## src/rtl/mem_fill_arbiter_if.sv

```systemverilog
// Cache-side and memory-side signal bundle for mem_fill_arbiter.
// slave: arbiter view.  master: cache controllers + memory model view.
interface mem_fill_arbiter_if #(
  parameter int ADDR_W        = 16,
  parameter int DATA_W        = 16,
  parameter int WORDS_PER_BLK = 8
);
  localparam int WORD_W = $clog2(WORDS_PER_BLK);

  logic              i_req;
  logic [ADDR_W-1:0] i_addr;
  logic              i_grant;
  logic              i_data_vld;
  logic [WORD_W-1:0] i_word;
  logic              i_done;

  logic              d_req;
  logic              d_wr;
  logic [ADDR_W-1:0] d_addr;
  logic [DATA_W-1:0] d_wdata;
  logic              d_grant;
  logic              d_data_vld;
  logic [WORD_W-1:0] d_word;
  logic              d_done;

  logic [DATA_W-1:0] fill_data;

  logic              mem_en;
  logic              mem_wr;
  logic [ADDR_W-1:0] mem_addr;
  logic [DATA_W-1:0] mem_wdata;
  logic [DATA_W-1:0] mem_rdata;
  logic              mem_rvld;

  modport slave (
    input  i_req, i_addr, d_req, d_wr, d_addr, d_wdata, mem_rdata, mem_rvld,
    output i_grant, i_data_vld, i_word, i_done,
    output d_grant, d_data_vld, d_word, d_done,
    output fill_data, mem_en, mem_wr, mem_addr, mem_wdata
  );

  modport master (
    output i_req, i_addr, d_req, d_wr, d_addr, d_wdata, mem_rdata, mem_rvld,
    input  i_grant, i_data_vld, i_word, i_done,
    input  d_grant, d_data_vld, d_word, d_done,
    input  fill_data, mem_en, mem_wr, mem_addr, mem_wdata
  );
endinterface

```

## src/rtl/mem_fill_arbiter.sv

```systemverilog
// Shares a single-ported memory between I-cache block fills and D-cache
// block fills / write-through stores. Fills issue one word address per
// cycle and stream returned words to the owning side.
// Optional feature macro: ARB_RR_EN (round-robin on simultaneous requests;
// default build gives D fixed priority over I).
module mem_fill_arbiter #(
  parameter int ADDR_W        = 16,
  parameter int DATA_W        = 16,
  parameter int WORDS_PER_BLK = 8
) (
  input logic               clk,
  input logic               rst_n,
  mem_fill_arbiter_if.slave bus
);
  localparam int WORD_W = $clog2(WORDS_PER_BLK);
  localparam int OFF_W  = WORD_W + 1;
  localparam logic [ADDR_W-1:0] BLK_MASK = ~ADDR_W'(2 * WORDS_PER_BLK - 1);

  typedef enum logic [1:0] {IDLE, I_FILL, D_FILL, D_WRITE} state_t;

  state_t            state;
  logic [WORD_W:0]   iss_cnt;
  logic [WORD_W-1:0] ret_cnt;
  logic [ADDR_W-1:0] base;
  logic              i_grant_r;
  logic              d_grant_r;
  logic              wr_done_r;
  logic              mem_en_r;
  logic              mem_wr_r;
  logic [ADDR_W-1:0] mem_addr_r;
  logic [DATA_W-1:0] mem_wdata_r;

  logic              prio_d;
  logic              take_d;
  logic              take_i;
  logic              last_word;
  logic [OFF_W-1:0]  iss_off;

`ifdef ARB_RR_EN
  logic last_d;

  // Remember which side was granted last so contention alternates
  always_ff @(posedge clk) begin
    if (!rst_n)
      last_d <= 1'b0;
    else if (state == IDLE && (take_d || take_i))
      last_d <= take_d;
  end

  // Favour the side not served last
  always_comb prio_d = ~last_d;
`else
  // Fixed D-over-I priority
  always_comb prio_d = 1'b1;
`endif

  // Request selection and in-block offset of the next issued word
  always_comb begin
    take_d    = bus.d_req & (~bus.i_req | prio_d);
    take_i    = bus.i_req & ~take_d;
    last_word = (ret_cnt == WORD_W'(WORDS_PER_BLK - 1));
    iss_off   = {iss_cnt[WORD_W-1:0], 1'b0};
  end

  // Arbitration FSM with registered grant and memory-command outputs
  always_ff @(posedge clk) begin
    if (!rst_n) begin
      state       <= IDLE;
      iss_cnt     <= '0;
      ret_cnt     <= '0;
      base        <= '0;
      i_grant_r   <= 1'b0;
      d_grant_r   <= 1'b0;
      wr_done_r   <= 1'b0;
      mem_en_r    <= 1'b0;
      mem_wr_r    <= 1'b0;
      mem_addr_r  <= '0;
      mem_wdata_r <= '0;
    end else begin
      i_grant_r   <= 1'b0;
      d_grant_r   <= 1'b0;
      wr_done_r   <= 1'b0;
      mem_wr_r    <= 1'b0;
      mem_wdata_r <= '0;
      case (state)
        IDLE: begin
          mem_en_r <= 1'b0;
          // First word is issued in the grant cycle, so the entry edge
          // already loads word 0 and pre-counts it in iss_cnt.
          if (take_d && bus.d_wr) begin
            state       <= D_WRITE;
            d_grant_r   <= 1'b1;
            wr_done_r   <= 1'b1;
            mem_en_r    <= 1'b1;
            mem_wr_r    <= 1'b1;
            mem_addr_r  <= bus.d_addr;
            mem_wdata_r <= bus.d_wdata;
          end else if (take_d) begin
            state      <= D_FILL;
            d_grant_r  <= 1'b1;
            base       <= bus.d_addr & BLK_MASK;
            mem_en_r   <= 1'b1;
            mem_addr_r <= bus.d_addr & BLK_MASK;
            iss_cnt    <= (WORD_W + 1)'(1);
          end else if (take_i) begin
            state      <= I_FILL;
            i_grant_r  <= 1'b1;
            base       <= bus.i_addr & BLK_MASK;
            mem_en_r   <= 1'b1;
            mem_addr_r <= bus.i_addr & BLK_MASK;
            iss_cnt    <= (WORD_W + 1)'(1);
          end
        end
        I_FILL, D_FILL: begin
          if (iss_cnt != (WORD_W + 1)'(WORDS_PER_BLK)) begin
            mem_en_r   <= 1'b1;
            mem_addr_r <= base | ADDR_W'(iss_off);
            iss_cnt    <= iss_cnt + (WORD_W + 1)'(1);
          end else begin
            mem_en_r <= 1'b0;
          end
          if (bus.mem_rvld) begin
            if (last_word) begin
              state    <= IDLE;
              iss_cnt  <= '0;
              ret_cnt  <= '0;
              mem_en_r <= 1'b0;
            end else begin
              ret_cnt <= ret_cnt + WORD_W'(1);
            end
          end
        end
        D_WRITE: begin
          state    <= IDLE;
          mem_en_r <= 1'b0;
        end
        default: state <= IDLE;
      endcase
    end
  end

  // Return path follows mem_rvld in the same cycle; masked during reset
  always_comb begin
    bus.i_data_vld = rst_n & (state == I_FILL) & bus.mem_rvld;
    bus.d_data_vld = rst_n & (state == D_FILL) & bus.mem_rvld;
    bus.i_word     = bus.i_data_vld ? ret_cnt : '0;
    bus.d_word     = bus.d_data_vld ? ret_cnt : '0;
    bus.i_done     = bus.i_data_vld & last_word;
    bus.d_done     = wr_done_r | (bus.d_data_vld & last_word);
    bus.i_grant    = i_grant_r;
    bus.d_grant    = d_grant_r;
    bus.fill_data  = bus.mem_rdata;
    bus.mem_en     = mem_en_r;
    bus.mem_wr     = mem_wr_r;
    bus.mem_addr   = mem_addr_r;
    bus.mem_wdata  = mem_wdata_r;
  end
endmodule
```

## src/flat_wrapper.sv

```systemverilog
// flat-port wrapper written by rule: the top's interface ports become plain ports
module mem_fill_arbiter_flat 
#(
  parameter int ADDR_W        = 16,
  parameter int DATA_W        = 16,
  parameter int WORDS_PER_BLK = 8
)
  (clk, rst_n, bus_i_req, bus_i_addr, bus_d_req, bus_d_wr, bus_d_addr, bus_d_wdata, bus_mem_rdata, bus_mem_rvld, bus_i_grant, bus_i_data_vld, bus_i_word, bus_i_done, bus_d_grant, bus_d_data_vld, bus_d_word, bus_d_done, bus_fill_data, bus_mem_en, bus_mem_wr, bus_mem_addr, bus_mem_wdata);
  mem_fill_arbiter_if #(.ADDR_W(ADDR_W), .DATA_W(DATA_W), .WORDS_PER_BLK(WORDS_PER_BLK)) bus_i ();
  input logic clk;
  input logic rst_n;
  input wire logic [$bits(bus_i.i_req)-1:0] bus_i_req;
  input wire logic [$bits(bus_i.i_addr)-1:0] bus_i_addr;
  input wire logic [$bits(bus_i.d_req)-1:0] bus_d_req;
  input wire logic [$bits(bus_i.d_wr)-1:0] bus_d_wr;
  input wire logic [$bits(bus_i.d_addr)-1:0] bus_d_addr;
  input wire logic [$bits(bus_i.d_wdata)-1:0] bus_d_wdata;
  input wire logic [$bits(bus_i.mem_rdata)-1:0] bus_mem_rdata;
  input wire logic [$bits(bus_i.mem_rvld)-1:0] bus_mem_rvld;
  output wire logic [$bits(bus_i.i_grant)-1:0] bus_i_grant;
  output wire logic [$bits(bus_i.i_data_vld)-1:0] bus_i_data_vld;
  output wire logic [$bits(bus_i.i_word)-1:0] bus_i_word;
  output wire logic [$bits(bus_i.i_done)-1:0] bus_i_done;
  output wire logic [$bits(bus_i.d_grant)-1:0] bus_d_grant;
  output wire logic [$bits(bus_i.d_data_vld)-1:0] bus_d_data_vld;
  output wire logic [$bits(bus_i.d_word)-1:0] bus_d_word;
  output wire logic [$bits(bus_i.d_done)-1:0] bus_d_done;
  output wire logic [$bits(bus_i.fill_data)-1:0] bus_fill_data;
  output wire logic [$bits(bus_i.mem_en)-1:0] bus_mem_en;
  output wire logic [$bits(bus_i.mem_wr)-1:0] bus_mem_wr;
  output wire logic [$bits(bus_i.mem_addr)-1:0] bus_mem_addr;
  output wire logic [$bits(bus_i.mem_wdata)-1:0] bus_mem_wdata;
  assign bus_i.i_req = bus_i_req;
  assign bus_i.i_addr = bus_i_addr;
  assign bus_i.d_req = bus_d_req;
  assign bus_i.d_wr = bus_d_wr;
  assign bus_i.d_addr = bus_d_addr;
  assign bus_i.d_wdata = bus_d_wdata;
  assign bus_i.mem_rdata = bus_mem_rdata;
  assign bus_i.mem_rvld = bus_mem_rvld;
  assign bus_i_grant = bus_i.i_grant;
  assign bus_i_data_vld = bus_i.i_data_vld;
  assign bus_i_word = bus_i.i_word;
  assign bus_i_done = bus_i.i_done;
  assign bus_d_grant = bus_i.d_grant;
  assign bus_d_data_vld = bus_i.d_data_vld;
  assign bus_d_word = bus_i.d_word;
  assign bus_d_done = bus_i.d_done;
  assign bus_fill_data = bus_i.fill_data;
  assign bus_mem_en = bus_i.mem_en;
  assign bus_mem_wr = bus_i.mem_wr;
  assign bus_mem_addr = bus_i.mem_addr;
  assign bus_mem_wdata = bus_i.mem_wdata;
  mem_fill_arbiter #(.ADDR_W(ADDR_W), .DATA_W(DATA_W), .WORDS_PER_BLK(WORDS_PER_BLK)) u_core (.clk(clk), .rst_n(rst_n), .bus(bus_i));
endmodule
```

## config.mk

```make
export PLATFORM = sky130hd
export DESIGN_NAME = mem_fill_arbiter_flat
export DESIGN_NICKNAME = d
export VERILOG_FILES = /design/src/rtl/mem_fill_arbiter_if.sv /design/src/rtl/mem_fill_arbiter.sv /design/src/flat_wrapper.sv
export SDC_FILE = /design/constraint.sdc
export NUM_CORES = 1
export LEC_CHECK = 0
export CELL_PAD_IN_SITES_DETAIL_PLACEMENT = 0
export CELL_PAD_IN_SITES_GLOBAL_PLACEMENT = 2
export CORE_UTILIZATION = 22
export CTS_CLUSTER_SIZE = 20
export DETAILED_ROUTE_END_ITERATION = 7
export PLACE_DENSITY_LB_ADDON = 0.05
export SYNTH_ARGS = -nofsm -noshare
export SYNTH_HDL_FRONTEND = slang
export SYNTH_SLANG_ARGS = --single-unit
export TNS_END_PERCENT = 30
```

## constraint.sdc

```tcl
create_clock -name clk -period 2.05 [get_ports clk]
set_input_delay 0.205 -clock clk [delete_from_list [all_inputs] [get_ports clk]]
set_output_delay 0.205 -clock clk [all_outputs]
set_load 0.05 [all_outputs]
```

Word-level counts from Yosys, hierarchy flattened
Index checks and enable logic that the tools add are counted.
- register bits: 61
- logic and storage cells: 80
- output and inout bits: 62
- reduce and logical (&&, ||, !) cells: 13
- multiplexer cells: 31
- bitwise operators: 13
- add/subtract/negate cells: 2
- equal/unequal tests: 11
- operators with widths (operator ; count):
    $mux W16 ; 4
    $pmux W16 S2 ; 1
    $mux W4 ; 6
    $or A16 B4 Y16 ; 1
    $reduce_and A3 Y1 ; 5
    $mux W2 ; 5
    $mux W1 ; 9
    $mux W3 ; 3
    $pmux W4 S2 ; 1
    $and A1 B1 Y1 ; 7
    $pmux W2 S3 ; 1
    $add A4 B1 Y4 const B ; 1
    $eq A2 B2 Y1 const B ; 2
    $ne A2 B1 Y1 const B ; 2
    $ne A2 B2 Y1 const B ; 2
    $ne A4 B2 Y1 const B ; 1
    $ne A4 B4 Y1 const B ; 1
    $not A1 Y1 ; 4
    $reduce_and A2 Y1 ; 2
    $reduce_bool A2 Y1 ; 2
    $reduce_or A4 Y1 ; 1
    $add A3 B1 Y3 const B ; 1
    $eq A3 B3 Y1 const B ; 1
    $ne A3 B2 Y1 const B ; 1
    6 further kinds ; 6

Logic depth before layout (Yosys ltp)
Gate-level depths: netlist of the first run.
- depth after elaboration: 6
- mapped depth: 8
- depth with buffers taken out: 6

Worst setup path after synthesis of the first run
Ideal clock, no wire load.
- kind: register -> output
- start point: reg u_core.state[0]
- end point: out bus_d_word[0]
- buffers on the path: 0
- data arrival time: 1.536 ns
- slack: 0.309 ns
- cell stages (with the launch flop): 5
- path through: dfxtp_1 -> inv_1 -> ha_1 -> and3_1 -> and2_1
- word-level cells in the longest chain between the ends: 4
- ends and longest elaborated chain (item ; line ; text):
    start: declaration ; mem_fill_arbiter.sv:21 ; state_t state;
    start signal: assignment ; mem_fill_arbiter.sv:68 ; state <= IDLE;
    start signal: assignment ; mem_fill_arbiter.sv:91 ; state <= D_WRITE;
    start signal: assignment ; mem_fill_arbiter.sv:99 ; state <= D_FILL;
    $eq A2 B2 Y1 ; mem_fill_arbiter.sv:145 ; bus.d_data_vld = rst_n & (state == D_FILL) & bus.mem_rvld;
    $and A1 B1 Y1 (2 in a row) ; mem_fill_arbiter.sv:145 ;
    named net bus_d_data_vld ; flat_wrapper.sv:25 ; output wire logic [$bits(bus_i.d_data_vld)-1:0] bus_d_data_vld;
    $mux W3 ; mem_fill_arbiter.sv:147 ; bus.d_word = bus.d_data_vld ? ret_cnt : '0;
    end: declaration ; flat_wrapper.sv:26 ; output wire logic [$bits(bus_i.d_word)-1:0] bus_d_word;
The timed path passes the listed nets, and every way through them passes these cells.

Worst setup path after layout of the first run
- start point: reg u_core.state[0]
- end point: out bus_d_done
- word-level cells in the longest chain between the ends: 5
- ends and longest elaborated chain (item ; line ; text):
    $eq A2 B2 Y1 ; mem_fill_arbiter.sv:145 ;
    $and A1 B1 Y1 (2 in a row) ; mem_fill_arbiter.sv:145 ;
    $and A1 B1 Y1 ; mem_fill_arbiter.sv:149 ; bus.d_done = wr_done_r | (bus.d_data_vld & last_word);
    $or A1 B1 Y1 ; mem_fill_arbiter.sv:149 ;
    end: declaration ; flat_wrapper.sv:27 ; output wire logic [$bits(bus_i.d_done)-1:0] bus_d_done;
No other way between the ends.

==> results of run 1 <==
==> sequential cells by signal, summed over array words and instances, names as in the netlist <==
name,count
u_core.bus.mem_wdata,16
u_core.ret_cnt,3
u_core.wr_done_r,1
u_core.state,2
u_core.bus.d_grant,1
u_core.bus.mem_addr,16
u_core.bus.i_grant,1
u_core.base,12
u_core.iss_cnt,4
u_core.bus.mem_en,1
==> layer usage <==
metal,vias up,part of all wire (%)
met5,-,0
met4,0,1.8
met3,13,4.4
met2,48,52
met1,1049,42
li1,1164,-
==> worst paths after layout <==
path / to / depth (start not counted) / slack [ns]
hold reg to reg: u_core.bus.mem_addr[0]$_SDFFE_PN0P_ / 2 / 0.45
setup / recovery: bus_d_done / 5 / 0.23
setup reg to reg: u_core.bus.mem_addr[1]$_SDFFE_PN0P_ / 7 / 0.28
hold / removal: bus_fill_data[12] / 0 / 0.41
==> kinds of logic after synthesis <==
logic type      Yosys count
buf+inv                  41
simple gates            113
fa+ha+maj                 8
flops                    57
mux                      12
compound gates           67
==> cells in the mapped netlist, types with 2 or more instances <==
master | number | area, um^2
a211oi_1 | 14 | 105
a21boi_2 | 2 | 22.5
a21oi_1 | 10 | 50.1
a31o_2 | 2 | 17.5
a31oi_1 | 2 | 12.5
and2_1 | 24 | 150
and3_1 | 2 | 12.5
buf_2 | 5 | 25.0
buf_4 | 19 | 143
clkbuf_1 | 11 | 41.3
dfxtp_1 | 57 | 1140
ha_1 | 8 | 100
inv_1 | 6 | 22.5
mux2i_1 | 12 | 120
nand2_1 | 35 | 131
nand2b_1 | 2 | 12.5
nand3_1 | 18 | 90.1
nor2_1 | 22 | 82.6
nor3b_1 | 4 | 30.0
o21a_1 | 2 | 15.0
o21ai_0 | 28 | 140
o21ai_1 | 2 | 10.0
==> where the power goes <==
group	internal (W)	switching, W	leakage, nW	total, W
Combinational	0.000977	0.00168	0.933	0.00266
Sequential	0.00140	0.000162	0.467	0.00156
Clock	0.00131	0.000516	0.170	0.00183
Total	0.00368	0.00236	1.57	0.00604
==> layout make-up <==
type,count,area share [%]
clock inverter,5,3.13
inverter,6,0.553
sequential,57,28.0
multi-input combinational,200,29.7
tap,143,4.39
clock buffer,11,5.71
timing repair buffer,106,28.4
==> per-stage QoR <==
step / instances / hold WS [ns] / worst slack, ns / util [%] / area [um^2]
after floorplan: 298 / 0.327 / 0.309 / - / 2580
after global placement: 512 / 0.410 / 0.186 / 32.5 / 3710
after detailed placement: 512 / 0.410 / 0.165 / 32.5 / 3710
after CTS: 528 / 0.410 / 0.193 / 35.7 / 4070
after global routing: 528 / 0.410 / 0.139 / 35.7 / 4070
final: 528 / 0.410 / 0.228 / 35.7 / 4070
==> out/summary.txt, run 1 <==
Slowest CP cell: dfxtp_1
Num CTS Buffers: 9
DRC Markers: 0
Clk slew on worst S/H paths: 0.05 ns
CP Launch Point: u_core.state[0]$_SDFFE_PN0P_
Post-synthesis cell area: 2580 um^2
Synth Area in Compound Gates: 16.6%
# diodes: 0
Number of setup buffers added after CTS: 0
Multi-input logic area: 1210 um^2
Vias in the first global route: 2160
FFs w/ async S/R, synth: 0%
Fillers: 1202
Syn_nets: 376
CTS root buf: clkbuf_16
Busiest grt layer: met2
Ys Warns: 0
Hold Path Origin: bus_mem_rdata[12]
FF-to-FF Start: u_core.state[0]$_SDFFE_PN0P_
Syn Area/Cell: 8.67 um^2
Final total power: 0.00604 W
Required time of the critical path: 1.85 ns
Avg Vias per Cell: 4.31
Vias: 2274
Final setup fails: 0
Register area share after synthesis: 44.2%
Most common cell after layout, fill and taps aside: clkdlybuf4s50_1
M3 GR Usage: 3.17%
FF+latch count, synth: 57
Max cap viols: 0
# IOs: 132
CP delay by family, top: flip-flops
IO Port Bufs: 95
Post-layout net count: 458
Initial DRC count: 85
F_max: 549 MHz
Slew margin rel.: 62.6%
CTS tree: built
Mapped Cells: 298
Rows: 39
Worst vdd ir: 0.750 mV
Mux share of post-synthesis cell area: 4.65%
Synth Flop Type: dfxtp_1
Hold Path Class: in2out
Global placement routability congestion: 0.723
Total negative slack: 0 ns
H-tree Lvls: 3
Worst-Margin Slew: 0.559 ns
Buf+Inv Stages, Crit Path: 2
Post-Synth XOR/XNOR Area: 0%
Fin. max-slew vios: 0
Most frequent cells in the layout: clkdlybuf4s50_1 (85), dfxtp_1 (57), nand2_1 (35)
Worst Path Arrival: 1.62 ns
Crit-path max cell delay: 0.39 ns
Post-layout minimum cycle time: 1.82 ns
Average wire per standard cell: 13.5 um
Clk Latency, worst-skew pair: 0.32 ns
CP Cell Sequence: inv_1, ha_1, and3_1, a21o_1, buf_12
Status: finished, final reports clean
Initial antenna violation count: 0
Register area: 1140 um^2
GR Util met2: 21.6%
CTS sink cnt: 57
P&R area growth vs syn: 57.6%
HPWL Detailed: 5170 um
Main combinational cell family by area after synthesis: simple AND/OR/NAND/NOR gates
Leak Pwr: 1.57 nW
Starting density of the core: 22.6%
Deepest clock path buffer count: 2
Met1 usage: 14.4%
Die area: 12200 um^2
Largest net degree at the start of global routing: 33
GRT Overall Usage: 12.6%
Die H: 110 um
Post-synth EDFFs: 0
Grt total ovfl: 0
Count of hold-fix buffers inserted at cts: 0
Die width: 110 um
Crit. End Element: primary output
RSZ-0062 raised after global routing: false
First-pass GRT wire length: 11100 um
Worst Skew: 0.00325 ns
Crit Path Class: reg2out
Layout cells sized above 1: 11.2%
Cell area power density: 1480 nW/um^2
Final period utilization: 88.9%
CP startpoint kind: flip-flop
Post-synthesis adder-cell area fraction: 3.87%
Post-CTS Resized: 0
Crit-path max FO: 5
Total core area: 11400 um^2
Total wire length: 7130 um
Final hold violations: 0
Antenna viol nets, final: 0
Initial DRT Pass Iterations: 4
Distinct cell type count after synthesis: 33
Simple-Gate Fraction of Synth Area: 21.7%
(Power assumes the default switching activity.)
==> run 2, diff against run 1 <==
Settings changed: CORE_UTILIZATION 22 to 19.
Clock period 2.05 ns to 1.5 ns, I/O delays scaled along.
==> run 2 against run 1 <==
Compared with the run above: the flow now finishes with violations (setup timing); highest routed layer unchanged; global-route usage fell by 0.52 points; cell count increased by 13%; power is 52% higher; critical path type unchanged.
==> out/summary.txt, run 2 (synthesis gave the netlist of run 1 again) <==
Slew margin rel.: 79.8%
CP Cell Sequence: inv_2, buf_6, ha_4, and3_4, a21o_4, buf_12
Final hold violations: 0
Psw: 0.00371 W
Slowest CP cell: dfxtp_2
CTS sink cnt: 57
Die H: 119 um
Clk slew on worst S/H paths: 0.05 ns
Final total power: 0.00918 W
Antenna viol nets, final: 0
Worst Skew: 0.00665 ns
Max cap viols: 0
Global placement routability congestion: 0.713
Final cell count without fillers: 598
Total wire length: 8270 um
Clk Latency, worst-skew pair: 0.33 ns
Layout cells sized above 1: 37.7%
Placed cells: 575
Final period utilization: 110%
Post-layout net count: 495
Crit-path max cell delay: 0.33 ns
Vias: 2416
HPWL Detailed: 5760 um
CTS root buf: clkbuf_16
Deepest clock path buffer count: 2
DR WL met3: 341 um
Internal cell power: 0.00547 W
DRC Markers: 0
Final setup fails: 27
Failing checks: setup timing
Num CTS Buffers: 9
Worst setup margin: -0.147 ns
Initial antenna violation count: 0
Crit-path max FO: 5
Most frequent cells in the layout: buf_4 (74), dfxtp_1 (53), clkdlybuf4s50_1 (49)
RSZ-0062 raised after global routing: true
Met2 WL: 4360 um
# IOs: 132
Average wire per standard cell: 13.8 um
Initial DRC count: 55
Top Metal Used: met4
Worst Path Arrival: 1.50 ns
Grt total ovfl: 0
Logic pwr share: 52.4%
Status: finished with violations
Total core area: 13200 um^2
Rows: 42
Worst-Margin Slew: 0.300 ns
Clk pwr share: 24.5%
Largest net degree at the start of global routing: 25
IO Port Bufs: 95
Pre-CTS WS: -0.227 ns
Net Sw Frac: 40.4%
Count of hold-fix buffers inserted at cts: 0
P&R area growth vs syn: 75.9%
First-pass GRT wire length: 12800 um
Initial DRT Pass Iterations: 4
CTS tree: built
# diodes: 0
Cell area power density: 2020 nW/um^2
Vias in the first global route: 2441
Crit Path Class: reg2out
Fin. max-slew vios: 0
Post-layout minimum cycle time: 1.65 ns
Most common cell after layout, fill and taps aside: buf_4
Required time of the critical path: 1.35 ns
Hold Path Class: in2out
Worst vdd ir: 0.986 mV
Leak Pwr: 1.87 nW
F_max: 607 MHz
Flop pwr share: 23.2%
GRT Overall Usage: 12.1%
H-tree Lvls: 3
Avg Vias per Cell: 4.04
Starting density of the core: 19.5%
M1 WL: 3420 um
Die width: 119 um
Final Util: 34.3%
Crit. End Element: primary output
CP startpoint kind: flip-flop
Tightest hold margin: 0.300 ns
Die area: 14100 um^2
## run 2: layout make-up
type                    count  area (um^2)
fillers                  1404         8700
flip-flops and latches     57         1150
clock inverters             5         78.8
repair buffers            143         1420
multi-input cells         200         1420
inverters                   6         22.5
well taps                 176          220
clock buffers              11          243
## run 2: final timing paths
kind                                             start                                   end  slack (ns)  cells past startpoint
hold reg to reg   u_core.bus.mem_addr[10]$_SDFFE_PN0P_  u_core.bus.mem_addr[10]$_SDFFE_PN0P_        0.45                      2
setup / recovery          u_core.state[0]$_SDFFE_PN0P_                            bus_d_done       -0.15                      6
hold / removal                       bus_mem_rdata[14]                     bus_fill_data[14]        0.30                      0
setup reg to reg        u_core.iss_cnt[0]$_SDFFE_PN0P_  u_core.bus.mem_addr[10]$_SDFFE_PN0P_       -0.12                      9
## run 2: critical path: cells and delay by family, from the launching register on
kind	cells	cell delay, ns
simple gates	1	0.20
buf+inv	3	0.30
fa+ha+maj	1	0.14
compound gates	1	0.21
flops	1	0.33
## run 2: timing repair
action                                  CTS  global route
gates resized for setup                  26            37
setup buffers                             3             3
endpoints found under the setup margin   43            43
gates cloned                              1             1
pin swaps                                 7             9
## run 2: power by group through the flow
stage | Clock, W | Sequential [W] | Combinational [W]
floorplan | 0 | 0.00296 | 0.00177
global placement | 0 | 0.00214 | 0.00398
detailed placement | 0 | 0.00213 | 0.00398
CTS | 0.00231 | 0.00212 | 0.00447
global route | 0.00238 | 0.00216 | 0.00520
finish | 0.00225 | 0.00213 | 0.00481
## run 2: per-stage QoR
step	cell area, um^2	setup TNS (ns)
after detailed placement	3930	-5.18
after floorplan	2620	-0.594
after CTS	4400	-2.87
final	4540	-2.06
after global routing	4540	-3.78
after global placement	3930	-4.53
## run 2: metal layers
layer	vias to the layer above	global-route usage, %
met5	-	0
met4	0	5.78
met3	11	3.09
met2	50	21.9
met1	1115	13.0
li1	1240	-
==> run 3, diff against run 2 <==
Settings changed: SKIP_CTS_REPAIR_TIMING from default to 1, SLEW_MARGIN from default to 30.
==> run 3 against run 2 <==
Compared with the run above: the run still ends with setup timing left; sequential power is essentially flat; routed wire length is 1.5% higher; sequential share of layout area is 0.64 points lower; worst setup slack got worse by 0.0011 ns; non-clock buffer count grew 4; clock skew is essentially flat.
==> out/summary.txt, run 3 (synthesis gave the netlist of run 1 again) <==
Status: finished with violations
Failing checks: setup timing
Initial antenna violation count: 0
F_max: 607 MHz
Final period utilization: 110%
Die H: 119 um
Reg-to-reg endpoint: u_core.bus.mem_addr[3]$_SDFFE_PN0P_
Num CTS Buffers: 9
R2r setup slk: -0.10 ns
Final Util: 35.3%
Rows: 42
Tightest hold margin: 0.300 ns
Worst Path Arrival: 1.50 ns
Leak Pwr: 1.91 nW
Fin. max-slew vios: 0
Most frequent cells in the layout: buf_4 (72), dfxtp_1 (51), clkdlybuf4s50_1 (49)
Clk Latency, worst-skew pair: 0.33 ns
Multi-input logic area: 1470 um^2
FF-to-FF Start: u_core.iss_cnt[0]$_SDFFE_PN0P_
Vias: 2444
Grt total ovfl: 0
Largest net degree at the start of global routing: 33
P&R area growth vs syn: 80.9%
CP Launch Point: u_core.state[0]$_SDFFE_PN0P_
GRT Overall Usage: 11.7%
# IOs: 132
HPWL Detailed: 5760 um
Crit Path Class: reg2out
CTS root buf: clkbuf_16
Layout cells sized above 1: 40.4%
Fillers: 1395
Worst reg2reg path depth: 9
Antenna viol nets, final: 0
Final hold violations: 0
Worst-Margin Slew: 0.285 ns
Global placement routability congestion: 0.713
Placed cells: 575
Most common cell after layout, fill and taps aside: buf_4
Worst Skew: 0.00622 ns
Die area: 14100 um^2
# diodes: 0
Register area: 1150 um^2
Crit path capture: bus_d_done
Die width: 119 um
Initial DRT Pass Iterations: 4
Pre-CTS WS: -0.227 ns
RSZ-0062 raised after global routing: true
Avg Vias per Cell: 4.06
Worst vdd ir: 0.989 mV
Vias in the first global route: 2436
Initial DRC count: 63
Crit-path max FO: 5
Final setup fails: 25
Total negative slack: -1.93 ns
Cell area power density: 2060 nW/um^2
Slew margin rel.: 80.8%
Final cell count without fillers: 602
Average wire per standard cell: 13.9 um
DRC Markers: 0
Post-layout minimum cycle time: 1.65 ns
Clk slew on worst S/H paths: 0.05 ns
Hold Path Class: in2out
Total wire length: 8400 um
Required time of the critical path: 1.35 ns
Worst setup margin: -0.148 ns
Total core area: 13200 um^2
Crit. End Element: primary output
Max cap viols: 0
Post-layout net count: 499
CP startpoint kind: flip-flop
CTS tree: built
Deepest clock path buffer count: 2
IO Port Bufs: 95
First-pass GRT wire length: 12400 um
H-tree Lvls: 3
CTS sink cnt: 57
Starting density of the core: 19.5%
## run 3: cell types whose count changed in the layout (fill, tap and decap cells not counted), moves of 2 or more
cell and delta:
nand3_2 +3, dfxtp_2 +2, o21ai_2 +2, o21ai_0 -4
nand3_1 -4, o21ai_1 +2, buf_6 +3, dfxtp_1 -2
buf_4 -2
## run 3: power breakdown
group | leakage (nW) | internal (W) | switching (W) | total, W
Combinational | 1.28 | 0.00237 | 0.00289 | 0.00526
Sequential | 0.470 | 0.00192 | 0.000212 | 0.00213
Clock | 0.159 | 0.00150 | 0.000750 | 0.00225
Total | 1.91 | 0.00578 | 0.00385 | 0.00964
## run 3: worst max-delay path, stage by stage, from the launching register on
cell and delay, ns:
dfxtp_2 0.33, inv_2 0.05, buf_6 0.11, ha_4 0.14
and3_4 0.20, a21o_4 0.21, buf_12 0.14
## run 3: per-stage QoR
| stage | area, um^2 | power (W) |
|---|---|---|
| after global routing | 4670 | 0.0102 |
| final | 4670 | 0.00964 |
| after detailed placement | 3930 | 0.00612 |
| after CTS | 4250 | 0.00842 |
| after floorplan | 2620 | 0.00473 |
| after global placement | 3930 | 0.00611 |
## run 3: layout make-up
type	instances	area share (%)
clock buffer	11	5.19
clock inverter	5	1.69
inverter	6	0.482
multi-input combinational	200	31.4
sequential	57	24.6
tap	176	4.71
timing repair buffer	147	32.0
## run 3: worst min path at each step
stage | start | endpoint | slack (ns) | depth (start not counted)
finish | bus_mem_rdata[14] | bus_fill_data[14] | 0.30 | 0
global route | bus_mem_rdata[8] | bus_fill_data[8] | 0.30 | 0
CTS | bus_mem_rdata[2] | bus_fill_data[2] | 0.30 | 0
detailed placement | bus_mem_rdata[2] | bus_fill_data[2] | 0.30 | 0
global placement | bus_mem_rdata[2] | bus_fill_data[2] | 0.30 | 0
floorplan | bus_d_wdata[0] | u_core.bus.mem_wdata[0]$_SDFF_PN0_ | 0.27 | 1
## run 3: per-layer routing
metal	share of wire (%)	global-route usage, %
met5	0	0
met4	1.8	5.78
met3	4.5	3.09
met2	52	21.5
met1	41	12.1
